===== src/rtl/bias_array_if.sv =====
// Bus bundle between the systolic column outputs, the bias stage and the
// activation stage. The stage drives the outputs; the upstream source drives
// the inputs.
interface bias_array_if #(
    parameter int NUM_COLS = 2,
    parameter int DATA_W   = 16,
    parameter int ROW_W    = 8
);
    logic [NUM_COLS*DATA_W-1:0] bias_scalar_in;
    logic [NUM_COLS-1:0]        bias_load_in;
    logic [NUM_COLS*DATA_W-1:0] bias_sys_data_in;
    logic [NUM_COLS-1:0]        bias_sys_valid_in;
    logic                       bias_bypass_in;
    logic [ROW_W-1:0]           bias_rows_in;
    logic                       bias_sat_clr_in;
    logic [NUM_COLS*DATA_W-1:0] bias_z_data_out;
    logic [NUM_COLS-1:0]        bias_Z_valid_out;
    logic [NUM_COLS-1:0]        bias_col_done_out;
    logic                       bias_all_done_out;
    logic [NUM_COLS-1:0]        bias_sat_flag_out;

    modport master (
        output bias_scalar_in, bias_load_in, bias_sys_data_in, bias_sys_valid_in,
        output bias_bypass_in, bias_rows_in, bias_sat_clr_in,
        input  bias_z_data_out, bias_Z_valid_out, bias_col_done_out,
        input  bias_all_done_out, bias_sat_flag_out
    );

    modport slave (
        input  bias_scalar_in, bias_load_in, bias_sys_data_in, bias_sys_valid_in,
        input  bias_bypass_in, bias_rows_in, bias_sat_clr_in,
        output bias_z_data_out, bias_Z_valid_out, bias_col_done_out,
        output bias_all_done_out, bias_sat_flag_out
    );
endinterface


===== src/rtl/bias_array.sv =====
// Per-column bias add stage: one bias register per column, 1-cycle registered
// datapath with optional saturation or bypass, sticky saturation flags and
// per-column row counters that signal batch and tile completion.
module bias_array #(
    parameter int NUM_COLS = 2,
    parameter int DATA_W   = 16,
    parameter int SATURATE = 1,
    parameter int ROW_W    = 8
) (
    input  logic           clk,
    input  logic           rst,
    bias_array_if.slave    bif
);
    localparam logic SAT_EN = (SATURATE != 0);

    // Signed add in DATA_W+1 bits; returns {saturation_hit, result}.
    function automatic logic [DATA_W:0] add_clamp(
        input logic [DATA_W-1:0] a,
        input logic [DATA_W-1:0] b,
        input logic              sat_en
    );
        logic [DATA_W:0] sum;
        logic [DATA_W:0] ret;
        sum = {a[DATA_W-1], a} + {b[DATA_W-1], b};
        if (sat_en && (sum[DATA_W] != sum[DATA_W-1])) begin
            if (sum[DATA_W]) begin
                ret = {1'b1, 1'b1, {(DATA_W-1){1'b0}}};
            end else begin
                ret = {1'b1, 1'b0, {(DATA_W-1){1'b1}}};
            end
        end else begin
            ret = {1'b0, sum[DATA_W-1:0]};
        end
        return ret;
    endfunction

    logic [NUM_COLS*DATA_W-1:0] bias_q,      bias_d;
    logic [NUM_COLS*DATA_W-1:0] z_data_q,    z_data_d;
    logic [NUM_COLS-1:0]        z_valid_q,   z_valid_d;
    logic [NUM_COLS-1:0]        col_done_q,  col_done_d;
    logic                       all_done_q,  all_done_d;
    logic [NUM_COLS-1:0]        sat_flag_q,  sat_flag_d;
    logic [NUM_COLS-1:0]        pending_q,   pending_d;
    logic [ROW_W-1:0]           row_cnt_q [NUM_COLS];
    logic [ROW_W-1:0]           row_cnt_d [NUM_COLS];

    logic [DATA_W-1:0]          din_s    [NUM_COLS];
    logic [DATA_W:0]            add_s    [NUM_COLS];
    logic [DATA_W-1:0]          sample_s [NUM_COLS];
    logic [NUM_COLS-1:0]        hit_s;
    logic [ROW_W-1:0]           cnt_inc_s [NUM_COLS];
    logic [NUM_COLS-1:0]        pend_all_s;

    // Next-state for bias registers, datapath, flags, counters and done pulses.
    always_comb begin
        bias_d     = bias_q;
        z_data_d   = z_data_q;
        z_valid_d  = {NUM_COLS{1'b0}};
        col_done_d = {NUM_COLS{1'b0}};
        sat_flag_d = sat_flag_q;
        hit_s      = {NUM_COLS{1'b0}};
        for (int c = 0; c < NUM_COLS; c++) begin
            din_s[c]     = bif.bias_sys_data_in[c*DATA_W +: DATA_W];
            add_s[c]     = add_clamp(din_s[c], bias_q[c*DATA_W +: DATA_W], SAT_EN);
            sample_s[c]  = din_s[c];
            cnt_inc_s[c] = row_cnt_q[c] + {{(ROW_W-1){1'b0}}, 1'b1};
            row_cnt_d[c] = row_cnt_q[c];

            // A sample in the load cycle still sees the old bias (bias_q).
            if (bif.bias_load_in[c]) begin
                bias_d[c*DATA_W +: DATA_W] = bif.bias_scalar_in[c*DATA_W +: DATA_W];
            end else begin
                bias_d[c*DATA_W +: DATA_W] = bias_q[c*DATA_W +: DATA_W];
            end

            if (bif.bias_bypass_in) begin
                sample_s[c] = din_s[c];
                hit_s[c]    = 1'b0;
            end else begin
                sample_s[c] = add_s[c][DATA_W-1:0];
                hit_s[c]    = add_s[c][DATA_W];
            end

            z_valid_d[c] = bif.bias_sys_valid_in[c];
            if (bif.bias_sys_valid_in[c]) begin
                z_data_d[c*DATA_W +: DATA_W] = sample_s[c];
            end else begin
                z_data_d[c*DATA_W +: DATA_W] = z_data_q[c*DATA_W +: DATA_W];
            end

            // A new saturation event beats a simultaneous clear.
            if (bif.bias_sys_valid_in[c] && hit_s[c]) begin
                sat_flag_d[c] = 1'b1;
            end else if (bif.bias_sat_clr_in) begin
                sat_flag_d[c] = 1'b0;
            end else begin
                sat_flag_d[c] = sat_flag_q[c];
            end

            // Equality compare with natural wrap keeps a mid-batch change of R from hanging.
            if (bif.bias_rows_in == {ROW_W{1'b0}}) begin
                row_cnt_d[c] = {ROW_W{1'b0}};
            end else if (bif.bias_sys_valid_in[c]) begin
                if (cnt_inc_s[c] == bif.bias_rows_in) begin
                    row_cnt_d[c]  = {ROW_W{1'b0}};
                    col_done_d[c] = 1'b1;
                end else begin
                    row_cnt_d[c]  = cnt_inc_s[c];
                end
            end else begin
                row_cnt_d[c] = row_cnt_q[c];
            end
        end

        pend_all_s = pending_q | col_done_d;
        all_done_d = 1'b0;
        if (bif.bias_rows_in == {ROW_W{1'b0}}) begin
            pending_d = {NUM_COLS{1'b0}};
        end else if (&pend_all_s) begin
            pending_d  = {NUM_COLS{1'b0}};
            all_done_d = 1'b1;
        end else begin
            pending_d  = pend_all_s;
        end
    end

    // State and registered outputs; asynchronous active-low reset abandons any batch.
    always_ff @(posedge clk or negedge rst) begin
        if (!rst) begin
            bias_q     <= '0;
            z_data_q   <= '0;
            z_valid_q  <= '0;
            col_done_q <= '0;
            all_done_q <= 1'b0;
            sat_flag_q <= '0;
            pending_q  <= '0;
            for (int c = 0; c < NUM_COLS; c++) begin
                row_cnt_q[c] <= '0;
            end
        end else begin
            bias_q     <= bias_d;
            z_data_q   <= z_data_d;
            z_valid_q  <= z_valid_d;
            col_done_q <= col_done_d;
            all_done_q <= all_done_d;
            sat_flag_q <= sat_flag_d;
            pending_q  <= pending_d;
            for (int c = 0; c < NUM_COLS; c++) begin
                row_cnt_q[c] <= row_cnt_d[c];
            end
        end
    end

    assign bif.bias_z_data_out   = z_data_q;
    assign bif.bias_Z_valid_out  = z_valid_q;
    assign bif.bias_col_done_out = col_done_q;
    assign bif.bias_all_done_out = all_done_q;
    assign bif.bias_sat_flag_out = sat_flag_q;

endmodule


===== src/flat_wrapper.sv =====
// flat-port wrapper written by rule: the top's interface ports become plain ports
module bias_array_flat 
#(
    parameter int NUM_COLS = 2,
    parameter int DATA_W   = 16,
    parameter int SATURATE = 1,
    parameter int ROW_W    = 8
)
  (clk, rst, bif_bias_scalar_in, bif_bias_load_in, bif_bias_sys_data_in, bif_bias_sys_valid_in, bif_bias_bypass_in, bif_bias_rows_in, bif_bias_sat_clr_in, bif_bias_z_data_out, bif_bias_Z_valid_out, bif_bias_col_done_out, bif_bias_all_done_out, bif_bias_sat_flag_out);
  bias_array_if #(.NUM_COLS(NUM_COLS), .DATA_W(DATA_W), .ROW_W(ROW_W)) bif_i ();
  input  logic clk;
  input  logic rst;
  input wire logic [$bits(bif_i.bias_scalar_in)-1:0] bif_bias_scalar_in;
  input wire logic [$bits(bif_i.bias_load_in)-1:0] bif_bias_load_in;
  input wire logic [$bits(bif_i.bias_sys_data_in)-1:0] bif_bias_sys_data_in;
  input wire logic [$bits(bif_i.bias_sys_valid_in)-1:0] bif_bias_sys_valid_in;
  input wire logic [$bits(bif_i.bias_bypass_in)-1:0] bif_bias_bypass_in;
  input wire logic [$bits(bif_i.bias_rows_in)-1:0] bif_bias_rows_in;
  input wire logic [$bits(bif_i.bias_sat_clr_in)-1:0] bif_bias_sat_clr_in;
  output wire logic [$bits(bif_i.bias_z_data_out)-1:0] bif_bias_z_data_out;
  output wire logic [$bits(bif_i.bias_Z_valid_out)-1:0] bif_bias_Z_valid_out;
  output wire logic [$bits(bif_i.bias_col_done_out)-1:0] bif_bias_col_done_out;
  output wire logic [$bits(bif_i.bias_all_done_out)-1:0] bif_bias_all_done_out;
  output wire logic [$bits(bif_i.bias_sat_flag_out)-1:0] bif_bias_sat_flag_out;
  assign bif_i.bias_scalar_in = bif_bias_scalar_in;
  assign bif_i.bias_load_in = bif_bias_load_in;
  assign bif_i.bias_sys_data_in = bif_bias_sys_data_in;
  assign bif_i.bias_sys_valid_in = bif_bias_sys_valid_in;
  assign bif_i.bias_bypass_in = bif_bias_bypass_in;
  assign bif_i.bias_rows_in = bif_bias_rows_in;
  assign bif_i.bias_sat_clr_in = bif_bias_sat_clr_in;
  assign bif_bias_z_data_out = bif_i.bias_z_data_out;
  assign bif_bias_Z_valid_out = bif_i.bias_Z_valid_out;
  assign bif_bias_col_done_out = bif_i.bias_col_done_out;
  assign bif_bias_all_done_out = bif_i.bias_all_done_out;
  assign bif_bias_sat_flag_out = bif_i.bias_sat_flag_out;
  bias_array #(.NUM_COLS(NUM_COLS), .DATA_W(DATA_W), .SATURATE(SATURATE), .ROW_W(ROW_W)) u_core (.clk(clk), .rst(rst), .bif(bif_i));
endmodule

===== config.mk =====
export PLATFORM = sky130hd
export DESIGN_NAME = bias_array_flat
export DESIGN_NICKNAME = d
export VERILOG_FILES = /design/src/rtl/bias_array_if.sv /design/src/rtl/bias_array.sv /design/src/flat_wrapper.sv
export SDC_FILE = /design/constraint.sdc
export NUM_CORES = 1
export LEC_CHECK = 0
export BUFFER_PORTS_ARGS = -buffer_cell sky130_fd_sc_hd__buf_2
export CAP_MARGIN = 0
export CORE_MARGIN = 5
export CORE_UTILIZATION = 25
export CTS_BUF_LIST = sky130_fd_sc_hd__clkbuf_16
export DETAILED_ROUTE_END_ITERATION = 10
export PLACE_DENSITY = 0.43
export SETUP_SLACK_MARGIN = 0.5
export SYNTH_ARGS = -nofsm -noshare
export SYNTH_HDL_FRONTEND = slang
export SYNTH_SLANG_ARGS = --single-unit

===== constraint.sdc =====
create_clock -name clk -period 2.4 [get_ports clk]
set_input_delay 0.12 -clock clk [delete_from_list [all_inputs] [get_ports clk]]
set_output_delay 0.12 -clock clk [all_outputs]
set_load 0.01 [all_outputs]

==> results of run 1 <==
[sequential cells by signal (all words and copies together) (netlist names)]
| signal | flops |
|---|---|
| u_core.bif.bias_z_data_out | 32 |
| u_core.bif.bias_sat_flag_out | 2 |
| u_core.pending_q | 2 |
| u_core.bias_q | 32 |
| u_core.bif.bias_col_done_out | 2 |
| u_core.row_cnt_q | 16 |
| u_core.bif.bias_Z_valid_out | 2 |
| u_core.bif.bias_all_done_out | 1 |
[final timing paths]
check	start	to	slack (ns)	cells past startpoint
worst max-delay path	u_core.bias_q[17]$_DFFE_PN0P_	u_core.bif.bias_z_data_out[29]$_DFFE_PN0P_	-0.17	9
worst min-delay path	bif_bias_sys_data_in[21]	u_core.bif.bias_z_data_out[21]$_DFFE_PN0P_	0.02	2
worst max register to register	u_core.bias_q[17]$_DFFE_PN0P_	u_core.bif.bias_z_data_out[29]$_DFFE_PN0P_	-0.17	9
worst min register to register	u_core.bif.bias_z_data_out[5]$_DFFE_PN0P_	u_core.bif.bias_z_data_out[5]$_DFFE_PN0P_	0.48	1
max in group asynchronous	rst	u_core.row_cnt_q[4]$_DFFE_PN0P_	1.39	3
min in group asynchronous	rst	u_core.bias_q[24]$_DFFE_PN0P_	0.33	2
[synthesized netlist by cell type (4+ instances only)]
cell type,instances
a211o_1,4
a211oi_1,14
a21o_1,4
a21oi_1,37
a221o_1,13
a31o_2,5
a31oi_1,11
and3_1,10
buf_6,4
clkbuf_1,22
dfrtp_1,89
ha_1,34
inv_1,27
mux2_2,32
mux2i_1,5
nand2_1,46
nand2b_1,12
nand3_1,19
nor2_1,29
nor2b_1,14
nor3_1,19
nor4_1,4
o2111ai_1,4
o211ai_1,5
o21a_1,14
o21ai_0,35
o22ai_1,10
o311ai_0,7
o31ai_1,4
or3_1,8
or4_1,5
xnor2_1,18
xor2_1,13
[final cells by class]
class	count	area, sq um
flip-flops and latches	89	2240
inverters	28	105
well taps	324	405
clock buffers	9	225
repair buffers	307	2230
clock inverters	6	60.1
fillers	2421	14300
multi-input cells	501	4590
[layer usage]
layer,GRT usage,vias up,wire length (um)
li1,-,3006,-
met1,0.201,2925,10000
met2,0.242,104,9880
met3,0.0248,25,610
met4,0.0481,2,501
met5,0,-,7
[through the flow]
step	utilization	setup TNS, ns	std cells
after CTS	0.388	-2.71	1248
final	0.408	-3.47	1264
after global routing	0.408	-6.88	1264
after floorplan	-	-0.0821	646
after detailed placement	0.336	-5.06	1175
after global placement	0.336	-4.20	1175
[power groups by stage]
stage | Clock (mW) | Combinational, mW | Sequential (mW)
finish | 1.46 | 3.41 | 2.18
global placement | 0 | 2.63 | 2.15
floorplan | 0 | 1.70 | 2.09
CTS | 1.53 | 3.08 | 2.14
global route | 1.57 | 3.73 | 2.23
detailed placement | 0 | 2.63 | 2.15
[cells by family after synthesis]
group,share of synthesized area
muxes,0.0673
DFF,0.365
and+or+nand+nor,0.166
AOI/OAI and AO/OA,0.228
adders and majority gates,0.0833
buffers and inverters,0.0417
xor gates and xnor gates,0.0484
[placed cells by master, fill, tap and decap left out, types with 10 or more instances in the layout]
| master | instances |
|---|---|
| ha_1 | 21 |
| buf_6 | 31 |
| dfrtp_1 | 82 |
| a21oi_1 | 17 |
| o21a_1 | 14 |
| buf_2 | 118 |
| nor2b_1 | 14 |
| nor3_1 | 12 |
| nand3_1 | 15 |
| xnor2_1 | 16 |
| nand2_1 | 44 |
| nor2_1 | 25 |
| dlygate4sd3_1 | 30 |
| ha_4 | 12 |
| a211oi_2 | 10 |
| inv_1 | 25 |
| o21ai_0 | 17 |
| a221o_1 | 13 |
| a21oi_2 | 18 |
| buf_4 | 125 |
| o21ai_2 | 14 |
| mux2_2 | 30 |
| xor2_1 | 12 |
[worst register-to-register path: cells and delay by family, from the launching register on]
kind	cells	cell delay, ns
buf+inv	1	0.20
fa+ha+maj	1	0.24
flops	1	0.41
simple gates	1	0.12
compound gates	6	1.50
[what timing repair did]
item / in CTS / in global routing
pin swaps: 54 / 48
gates resized for setup: 97 / 75
setup endpoints to repair: 55 / 55
gates cloned: 2 / 1
setup buffers: 26 / 15
hold endpoints to repair: 76 / 0
hold buffers: 30 / 0
==> metrics.md, run 1 <==
| Metric | Value |
|---|---|
| Fmax | 390 MHz |
| Worst vdd ir | 0.310 mV |
| Initial Utilization | 0.252 |
| Global route total overflow | 0 |
| Power Total | 7.05 mW |
| Post-synth ARST share | 1.00 |
| Failing checks | negative setup slack |
| Final Hold Viols | 0 |
| Synth Net Count | 762 |
| Pint | 4.43 mW |
| Io pins | 119 |
| Type of origin of the critical path | flop |
| First drt pass iteration count | 4 |
| Maxcap violations | 0 |
| Total GRT Usage | 0.148 |
| Crit path max fanout | 7 |
| CTS buffer count | 9 |
| Final Instance Area | 9860 sq um |
| Longest Clk Path Bufs | 2 |
| YS warnings | 0 |
| Placed cell areas | 8120 sq um |
| NumNets Final | 1052 |
| Detail Route Antenna Nets | 0 |
| ANT cells | 0 |
| 1st-iter DRT viols | 279 |
| Die ar. | 27600 sq um |
| Fin crit period | 2.57 ns |
| DR WL/cell | 16.7 um |
| Row Count | 57 |
| Dominant cell type by area after synthesis | dfrtp_1 |
| Slew Limit Fails | 0 |
| Root Driver | clkbuf_16 |
| P per Cell Area | 716 nW/um^2 |
| Clock-pin slew on the worst setup and hold paths | 0.08 ns |
| P_leak | 4.25 nW |
| Nature of the critical path endpoint | flop |
| Area share of the largest cell type after synthesis | 0.365 |
| Post-Syn Area per Cell | 9.44 sq um |
| Post-synthesis cell count | 646 |
| Yosys reg bits | 89 |
| Total Wirelength | 21.1 mm |
| Clock share of power | 0.207 |
| Hold WC Path Type | in2reg |
| HPWL after DPL | 15.1 mm |
| Global-route wire length before repair | 33.4 mm |
| RSZ-0062 raised after global routing | true |
| Final Cycle Share | 1.07 |
| Yosys cell types | 77 |
| Pre-CTS WS | -0.248 ns |
| Worst relative slew slack | 0.548 |
| Layout cells sized above 1 | 0.510 |
| Main area contributors after synthesis | dfrtp_1, ha_1, mux2_2 |
| Initial antenna violation count | 1 |
| Clock latency on the worst-skew pair | 0.35 ns |
| CP required | 2.64 ns |
| Share of power burned in combinational logic | 0.484 |
| Top_reg_cell synth | dfrtp_1 |
| Crit-path cells | ha_4 -> a211oi_4 -> o21ai_2 -> a2111oi_4 -> nor3_2 -> a211oi_2 -> buf_6 -> o2111ai_2 -> a221o_1 |
| Sw Share | 0.373 |
| Largest net degree at the start of global routing | 49 |
| Setup ws final | -0.167 ns |
| Via/cell ratio | 4.80 |
| Post-synth EDFFs | 0 |
| Max incr delay on CP | 0.41 ns |
| Slowest-stage cell, CP | dfrtp_1 |
| Least-Margin Pin Slew | 0.677 ns |
| Setup violators final | 31 |
| Synth-to-layout area growth | 61.7% |
| Clk sink count | 89 |
| DRC Markers | 0 |
| Die Wd | 166 um |
| Sequential area share after synthesis | 0.365 |
| Port bufs | 118 |
| Worst Path Arrival | 2.81 ns |
| CTS tree | yes |
| Run status | finished with violations |
| Vias | 6062 |
| H-tree levels | 3 |
| WS Path Type | reg2reg |
| Number of global-route vias before repair | 6285 |
| Core area | 24200 sq um |
| Die Y | 166 um |
| Cell family with most CP delay | compound AO/OA/AOI/OAI gates |
| WP buf/inv | 1 |
| Clock skew | 0.00883 ns |
| Sequential power share | 0.309 |
| Mapped Area | 6100 sq um |
| Switching Power | 2.63 mW |
| Routability Congestion | 0.787 |
| WHS | 0.0196 ns |
Power figures use the tool's default switching activity.
==> run 2, diff against run 1 <==
- BUFFER_PORTS_ARGS: -buffer_cell sky130_fd_sc_hd__buf_2 -> -buffer_cell sky130_fd_sc_hd__buf_4
- CTS_CLUSTER_SIZE: unset -> 30
==> run 2 against run 1 <==
  * The run still ends with negative setup slack left
  * Final cell count shrank 2.8%
  * Via count shrank 0.66%
  * Hold slack lost 0.013 ns
  * Sequential power is essentially flat
  * Non-clock buffer count shrank 37
  * Register-to-register slack is essentially flat
  * Clock power is essentially flat
  * Flip-flop and latch count is the same
  * Global-route usage shrank 0.11 points
  * Maximum frequency shrank 0.29%
  * Setup slack lost 0.0074 ns
==> metrics.md, run 2 (same netlist as run 1, synthesis figures left out) <==
| Metric | Value |
|---|---|
| 1st-iter DRT viols | 319 (+14%) |
| Maxcap violations | 0 (unchanged) |
| Final Cycle Share | 1.07 (+0.00308) |
| Initial antenna violation count | 0 (-1) |
| Type of origin of the critical path | flop |
| DR WL/cell | 17.2 um (+3.3%) |
| NumNets Final | 1015 (-3.5%) |
| Fin crit period | 2.57 ns (+0.00739 ns) |
| Global route total overflow | 0 (unchanged) |
| Max incr delay on CP | 0.41 ns (about the same) |
| Die Y | 166 um (unchanged) |
| Clock-pin slew on the worst setup and hold paths | 0.07 ns (about the same) |
| Nature of the critical path endpoint | flop |
| Run status | finished with violations |
| Slew Limit Fails | 0 (unchanged) |
| P_leak | 4.18 nW (-1.7%) |
| Hold WC Path Type | in2reg |
| Port bufs | 118 (unchanged) |
| HPWL after DPL | 15.4 mm (+2.2%) |
| Global-route wire length before repair | 33.5 mm (+0.31%) |
| Vias | 6022 (-0.66%) |
| Clock skew | 0.00888 ns (+0.0000555 ns) |
| Fmax | 388 MHz (-0.29%) |
| WHS Endpoint | u_core.bias_q[1]$_DFFE_PN0P_ |
| Total GRT Usage | 0.147 (-0.00106) |
| First drt pass iteration count | 4 (unchanged) |
| RSZ-0062 raised after global routing | true |
| Via/cell ratio | 4.90 (+2.3%) |
| Setup ws final | -0.175 ns (-0.00739 ns) |
| Most common cell after layout, fill and taps aside | buf_4 |
| Die ar. | 27600 sq um (unchanged) |
| CTS tree | yes |
| Layout cells sized above 1 | 0.488 (-0.0217) |
| Row Count | 57 (unchanged) |
| Longest Clk Path Bufs | 2 (unchanged) |
| Worst reg2reg endpoint | u_core.bif.bias_z_data_out[22]$_DFFE_PN0P_ |
| R2r setup slk | -0.17 ns (about the same) |
| FF-to-FF Start | u_core.bias_q[17]$_DFFE_PN0P_ |
| Failing checks | negative setup slack |
| H-tree levels | 3 (unchanged) |
| Least-Margin Pin Slew | 0.527 ns (-0.150 ns) |
| Crit path max fanout | 9 (+2) |
| Core area | 24200 sq um (unchanged) |
| Total Wirelength | 21.1 mm (+0.32%) |
| Clock latency on the worst-skew pair | 0.35 ns (about the same) |
| Synth-to-layout area growth | 62.0% |
| Detail Route Antenna Nets | 0 (unchanged) |
| Worst vdd ir | 0.343 mV (+10%) |
| CTS buffer count | 9 (unchanged) |
| R2R cell count | 10 (+1) |
| Crit-path cells | ha_4 -> a211oi_4 -> o21ai_2 -> a2111oi_4 -> nor3_2 -> a211oi_2 -> buf_4 -> a21oi_4 -> buf_12 -> a221o_1 |
| P per Cell Area | 713 nW/um^2 (-0.32%) |
| ANT cells | 0 (unchanged) |
| WS Path Type | reg2reg |
| DRC Markers | 0 (unchanged) |
| Slowest-stage cell, CP | dfrtp_1 |
| Power Total | 7.05 mW (-0.13%) |
| Most frequent cells in the layout | buf_4, dfrtp_1, nand2_1 |
| Worst relative slew slack | 0.639 (+0.0909) |
| Die Wd | 166 um (unchanged) |
| Final Hold Viols | 0 (unchanged) |
| Clk sink count | 89 (unchanged) |
| Min-Delay Path Depth | 3 (+1) |
| CP required | 2.63 ns (about the same) |
| Setup violators final | 22 (-29%) |
| Pre-CTS WS | -0.215 ns (+0.0331 ns) |
| Hold_sp | bif_bias_scalar_in[1] |
| Root Driver | clkbuf_16 |
| Io pins | 119 (unchanged) |
| Routability Congestion | 0.832 (+5.7%) |
| Worst Path Arrival | 2.81 ns (about the same) |
| Largest net degree at the start of global routing | 42 (-14%) |
| Number of global-route vias before repair | 6310 (+0.40%) |
| Initial Utilization | 0.252 (unchanged) |
## run 2: cell types whose count changed in the layout (fill, tap and decap cells not counted), sizes merged
cell         delta
buf            -36
clkinv          +1
dlygate4sd3     -1
o2111a          +1
clkinvlp        -1
a21oi           -1
inv             +1
## run 2: cell type report
cell class	count	area, sq um
Clock inverter	7	68.8
Multi-Input combinational cell	501	4630
Tap cell	324	405
Sequential cell	89	2230
Timing Repair Buffer	270	2210
Fill cell	2378	14300
Clock buffer	9	225
Inverter	28	105
## run 2: worst max path at each step
| stage | cells after the start | start | slack, ns | to |
|---|---|---|---|---|
| 5_1_grt | 10 | u_core.bias_q[17]$_DFFE_PN0P_ | -0.30 | u_core.bif.bias_z_data_out[22]$_DFFE_PN0P_ |
| 4_1_cts | 9 | u_core.bias_q[29]$_DFFE_PN0P_ | -0.21 | u_core.bif.bias_z_data_out[29]$_DFFE_PN0P_ |
| 2_1_floorplan | 9 | u_core.bias_q[17]$_DFFE_PN0P_ | -0.02 | u_core.bif.bias_z_data_out[25]$_DFFE_PN0P_ |
| 3_3_place_gp | 8 | u_core.bias_q[29]$_DFFE_PN0P_ | -0.16 | u_core.bif.bias_z_data_out[29]$_DFFE_PN0P_ |
| 6_report | 10 | u_core.bias_q[17]$_DFFE_PN0P_ | -0.17 | u_core.bif.bias_z_data_out[22]$_DFFE_PN0P_ |
| 3_5_place_dp | 9 | u_core.bias_q[29]$_DFFE_PN0P_ | -0.21 | u_core.bif.bias_z_data_out[16]$_DFFE_PN0P_ |
## run 2: per-stage QoR
step                area [sq um]  cells  hold WS, ns  utilization  TNS, ns
floorplan                   6400    646       -0.176            -  -0.0821
detailed placement          8250   1152       0.0910        0.341    -4.79
global route                9880   1228     0.000484        0.409    -5.79
finish                      9880   1228      0.00653        0.409    -2.53
CTS                         9390   1210      0.00209        0.388    -3.53
global placement            8250   1152       0.0810        0.341    -3.30
## run 2: metal layers
metal	GRT usage	vias up	wire length (um)
met5	0	-	0
met4	0.0316	0	257
met3	0.0328	16	758
met2	0.256	115	10600
met1	0.187	2953	9510
li1	-	2938	-
## run 2: what timing repair did
item,in CTS,in global routing
buffers inserted,11,18
pin swaps,27,39
resized for setup,84,66
gates cloned,2,0
hold endpoints to repair,53,0
hold buffers,29,0
endpoints found under the setup margin,55,54
## run 2: worst max-delay path, delay by kind of cell (launching register included)
kind | cells | cell delay (ns)
compound gates | 6 | 1.37
fa+ha+maj | 1 | 0.24
buf+inv | 2 | 0.32
flops | 1 | 0.41
simple gates | 1 | 0.12
## run 2: where the power goes
| group | leakage, nW | switching [mW] | internal [mW] |
|---|---|---|---|
| sequential | 1.04 | 0.377 | 1.81 |
| clock | 0.142 | 0.669 | 0.807 |
| combinational | 2.99 | 1.58 | 1.81 |
| total | 4.18 | 2.62 | 4.42 |
==> run 3, diff against run 2 <==
--- a/config.mk
+++ b/config.mk
@@ -14,2 +14,3 @@
 export DETAILED_ROUTE_END_ITERATION = 10
+export GPL_TIMING_DRIVEN = 1
 export PLACE_DENSITY = 0.43
==> constraint.sdc (replaced) <==
create_clock -name clk -period 2.21 [get_ports clk]
set_input_delay 0.221 -clock clk [delete_from_list [all_inputs] [get_ports clk]]
set_output_delay 0.221 -clock clk [all_outputs]
set_load 0.01 [all_outputs]
==> run 3 against run 2 <==
  * The flow still finishes with violations (negative setup slack)
  * Flip-flop and latch count unchanged
  * Sequential share of layout area shrank 0.74 points
  * Combinational power is 20% higher
  * Critical path depth did not move
  * Non-clock buffer count up 28
==> metrics.md, run 3 (same netlist as run 1, synthesis figures left out) <==
| Metric | Value |
|---|---|
| Run status | finished with violations |
| Failing checks | negative setup slack |
| Clock latency on the worst-skew pair | 0.35 ns (about the same) |
| Sw Share | 0.367 (-0.00546) |
| Fin crit period | 2.66 ns (+0.0859 ns) |
| Routability Congestion | 0.844 (+1.5%) |
| Row Count | 57 (unchanged) |
| Filler cells | 2359 (-0.80%) |
| Worst reg2reg endpoint | u_core.bif.bias_z_data_out[23]$_DFFE_PN0P_ |
| Maxcap violations | 0 (unchanged) |
| Number of global-route vias before repair | 6488 (+2.8%) |
| Nature of the critical path endpoint | flop |
| Worst vdd ir | 0.374 mV (+9.1%) |
| Slew Limit Fails | 0 (unchanged) |
| Via/cell ratio | 4.87 (-0.77%) |
| Layout Cells excl Fill | 1254 (+2.1%) |
| Worst Setup SP | u_core.bias_q[29]$_DFFE_PN0P_ |
| Worst Path Arrival | 2.94 ns (+0.13 ns) |
| Vias | 6102 (+1.3%) |
| Sequential power share | 0.299 (-0.011) |
| Fmax | 376 MHz (-3.2%) |
| Global-route wire length before repair | 34.7 mm (+3.5%) |
| Share of power burned in combinational logic | 0.508 (+0.028) |
| Final Cycle Share | 1.20 (+0.131) |
| CTS tree | yes |
| Initial antenna violation count | 0 (unchanged) |
| Hold WC Path Type | in2reg |
| P_leak | 4.39 nW (+5.0%) |
| Layout cells sized above 1 | 0.549 (+0.0616) |
| Longest Clk Path Bufs | 2 (unchanged) |
| CP required | 2.49 ns (-0.14 ns) |
| R2r setup slk | -0.45 ns (-0.28 ns) |
| Root Driver | clkbuf_16 |
| Die Y | 166 um (unchanged) |
| Pint | 5.05 mW (+14%) |
| WHS Endpoint | u_core.bias_q[17]$_DFFE_PN0P_ |
| Core area | 24200 sq um (unchanged) |
| H-tree levels | 3 (unchanged) |
| Multi-input gate area | 4740 sq um (+2.4%) |
| Crit path max fanout | 4 (-5) |
| Most frequent cells in the layout | buf_4, dfrtp_1, nand2_1 |
| Clock share of power | 0.193 (-0.017) |
| Total Wirelength | 21.5 mm (+1.7%) |
| Clock-pin slew on the worst setup and hold paths | 0.07 ns (about the same) |
| Power Total | 7.98 mW (+13%) |
| DR WL/cell | 17.1 um (-0.36%) |
| Least-Margin Pin Slew | 0.632 ns (+0.104 ns) |
| Die Wd | 166 um (unchanged) |
| Setup ws final | -0.450 ns (-0.276 ns) |
| Final Instance Area | 10200 sq um (+3.6%) |
| Setup violators final | 34 (+55%) |
| HPWL after DPL | 15.4 mm (+0.26%) |
| Die ar. | 27600 sq um (unchanged) |
| CTS buffer count | 9 (unchanged) |
| Switching Power | 2.93 mW (+12%) |
| Hold_sp | bif_bias_scalar_in[17] |
| Fin Setup TNS | -10.66 ns (-8.13 ns) |
| Synth-to-layout area growth | 67.8% |
| ANT cells | 0 (unchanged) |
| FF-to-FF Start | u_core.bias_q[29]$_DFFE_PN0P_ |
| Most common cell after layout, fill and taps aside | buf_4 |
| Placed cell areas | 8580 sq um (+4.0%) |
| WS Path Type | reg2reg |
| Worst relative slew slack | 0.578 (-0.0615) |
| Type of origin of the critical path | flop |
| Final Hold Viols | 0 (unchanged) |
| NumNets Final | 1042 (+2.7%) |
| P per Cell Area | 780 nW/um^2 (+9.4%) |
| Min-Delay Path Depth | 3 (unchanged) |
| Placed instance count | 1191 (+3.4%) |
| Total GRT Usage | 0.154 (+0.00641) |
| Port bufs | 118 (unchanged) |
| R2R cell count | 10 (unchanged) |
| Initial Utilization | 0.252 (unchanged) |
| Io pins | 119 (unchanged) |
| Wl on met1 | 9.68 mm (+1.8%) |
| First drt pass iteration count | 4 (unchanged) |
| Sequential Area | 2230 sq um (+0.17%) |
| Global route total overflow | 0 (unchanged) |
| Clk sink count | 89 (unchanged) |
| Detail Route Antenna Nets | 0 (unchanged) |
| 1st-iter DRT viols | 226 (-29%) |
| DRC Markers | 0 (unchanged) |
| Largest net degree at the start of global routing | 90 (+110%) |
| RSZ-0062 raised after global routing | true |
| Clock skew | 0.00602 ns (-0.00286 ns) |
| Length of routed met2 wiring | 10.6 mm (+0.46%) |
| DR WL met3 | 836 um (+10%) |
| Highest Signal Layer | met4 |
[run 3: critical path, stage by stage, from the launching register on]
cell and delay, ns:
dfrtp_1 0.41, ha_4 0.23, and2_4 0.15, a221o_1 0.37, or3_4 0.41, a211oi_4 0.26, a211oi_4 0.09, buf_12 0.16
a21oi_4 0.20, clkbuf_16 0.18, a221o_1 0.13
[run 3: worst max-delay path by stage]
stage	cells after the start	endpoint
floorplan	9	u_core.bif.bias_z_data_out[25]$_DFFE_PN0P_
global placement	9	u_core.bif.bias_z_data_out[4]$_DFFE_PN0P_
detailed placement	10	u_core.bif.bias_z_data_out[28]$_DFFE_PN0P_
CTS	10	u_core.bif.bias_z_data_out[28]$_DFFE_PN0P_
global route	10	u_core.bif.bias_z_data_out[29]$_DFFE_PN0P_
finish	10	u_core.bif.bias_z_data_out[23]$_DFFE_PN0P_
[run 3: cell type report]
type                            instances  area share
Timing Repair Buffer                  298       0.242
Clock buffer                            9      0.0220
Tap cell                              324      0.0396
Inverter                               28      0.0103
Multi-Input combinational cell        500       0.463
Clock inverter                          6     0.00514
Sequential cell                        89       0.218
[run 3: metal layers]
layer / vias up / global-route usage
met5: - / 0
li1: 2988 / -
met3: 22 / 0.0312
met2: 113 / 0.259
met1: 2979 / 0.203
met4: 0 / 0.0362
[run 3: timing repair]
item                                   in CTS  in global routing
endpoints found under the hold margin      89                  0
hold buffers                                1                  0
setup endpoints to repair                  55                 55
pin swaps                                  48                 46
gates cloned                                2                  0
setup buffers                              31                 14
gates resized for setup                   109                 78
[run 3: power groups by stage]
| stage | Combinational, mW | Clock, mW | Sequential (mW) |
|---|---|---|---|
| floorplan | 1.89 | 0 | 2.27 |
| global placement | 3.03 | 0 | 2.33 |
| detailed placement | 3.07 | 0 | 2.34 |
| CTS | 3.67 | 1.61 | 2.35 |
| global route | 4.40 | 1.66 | 2.44 |
| finish | 4.05 | 1.54 | 2.38 |
[run 3: per-stage QoR]
stage	worst slack, ns	hold WS (ns)	util
final	-0.450	0.0901	0.423
after global routing	-0.593	0.0774	0.423
after CTS	-0.441	0.0671	0.403
after detailed placement	-0.511	0.327	0.355
after global placement	-0.388	0.322	0.355
after floorplan	-0.212	-0.0746	-
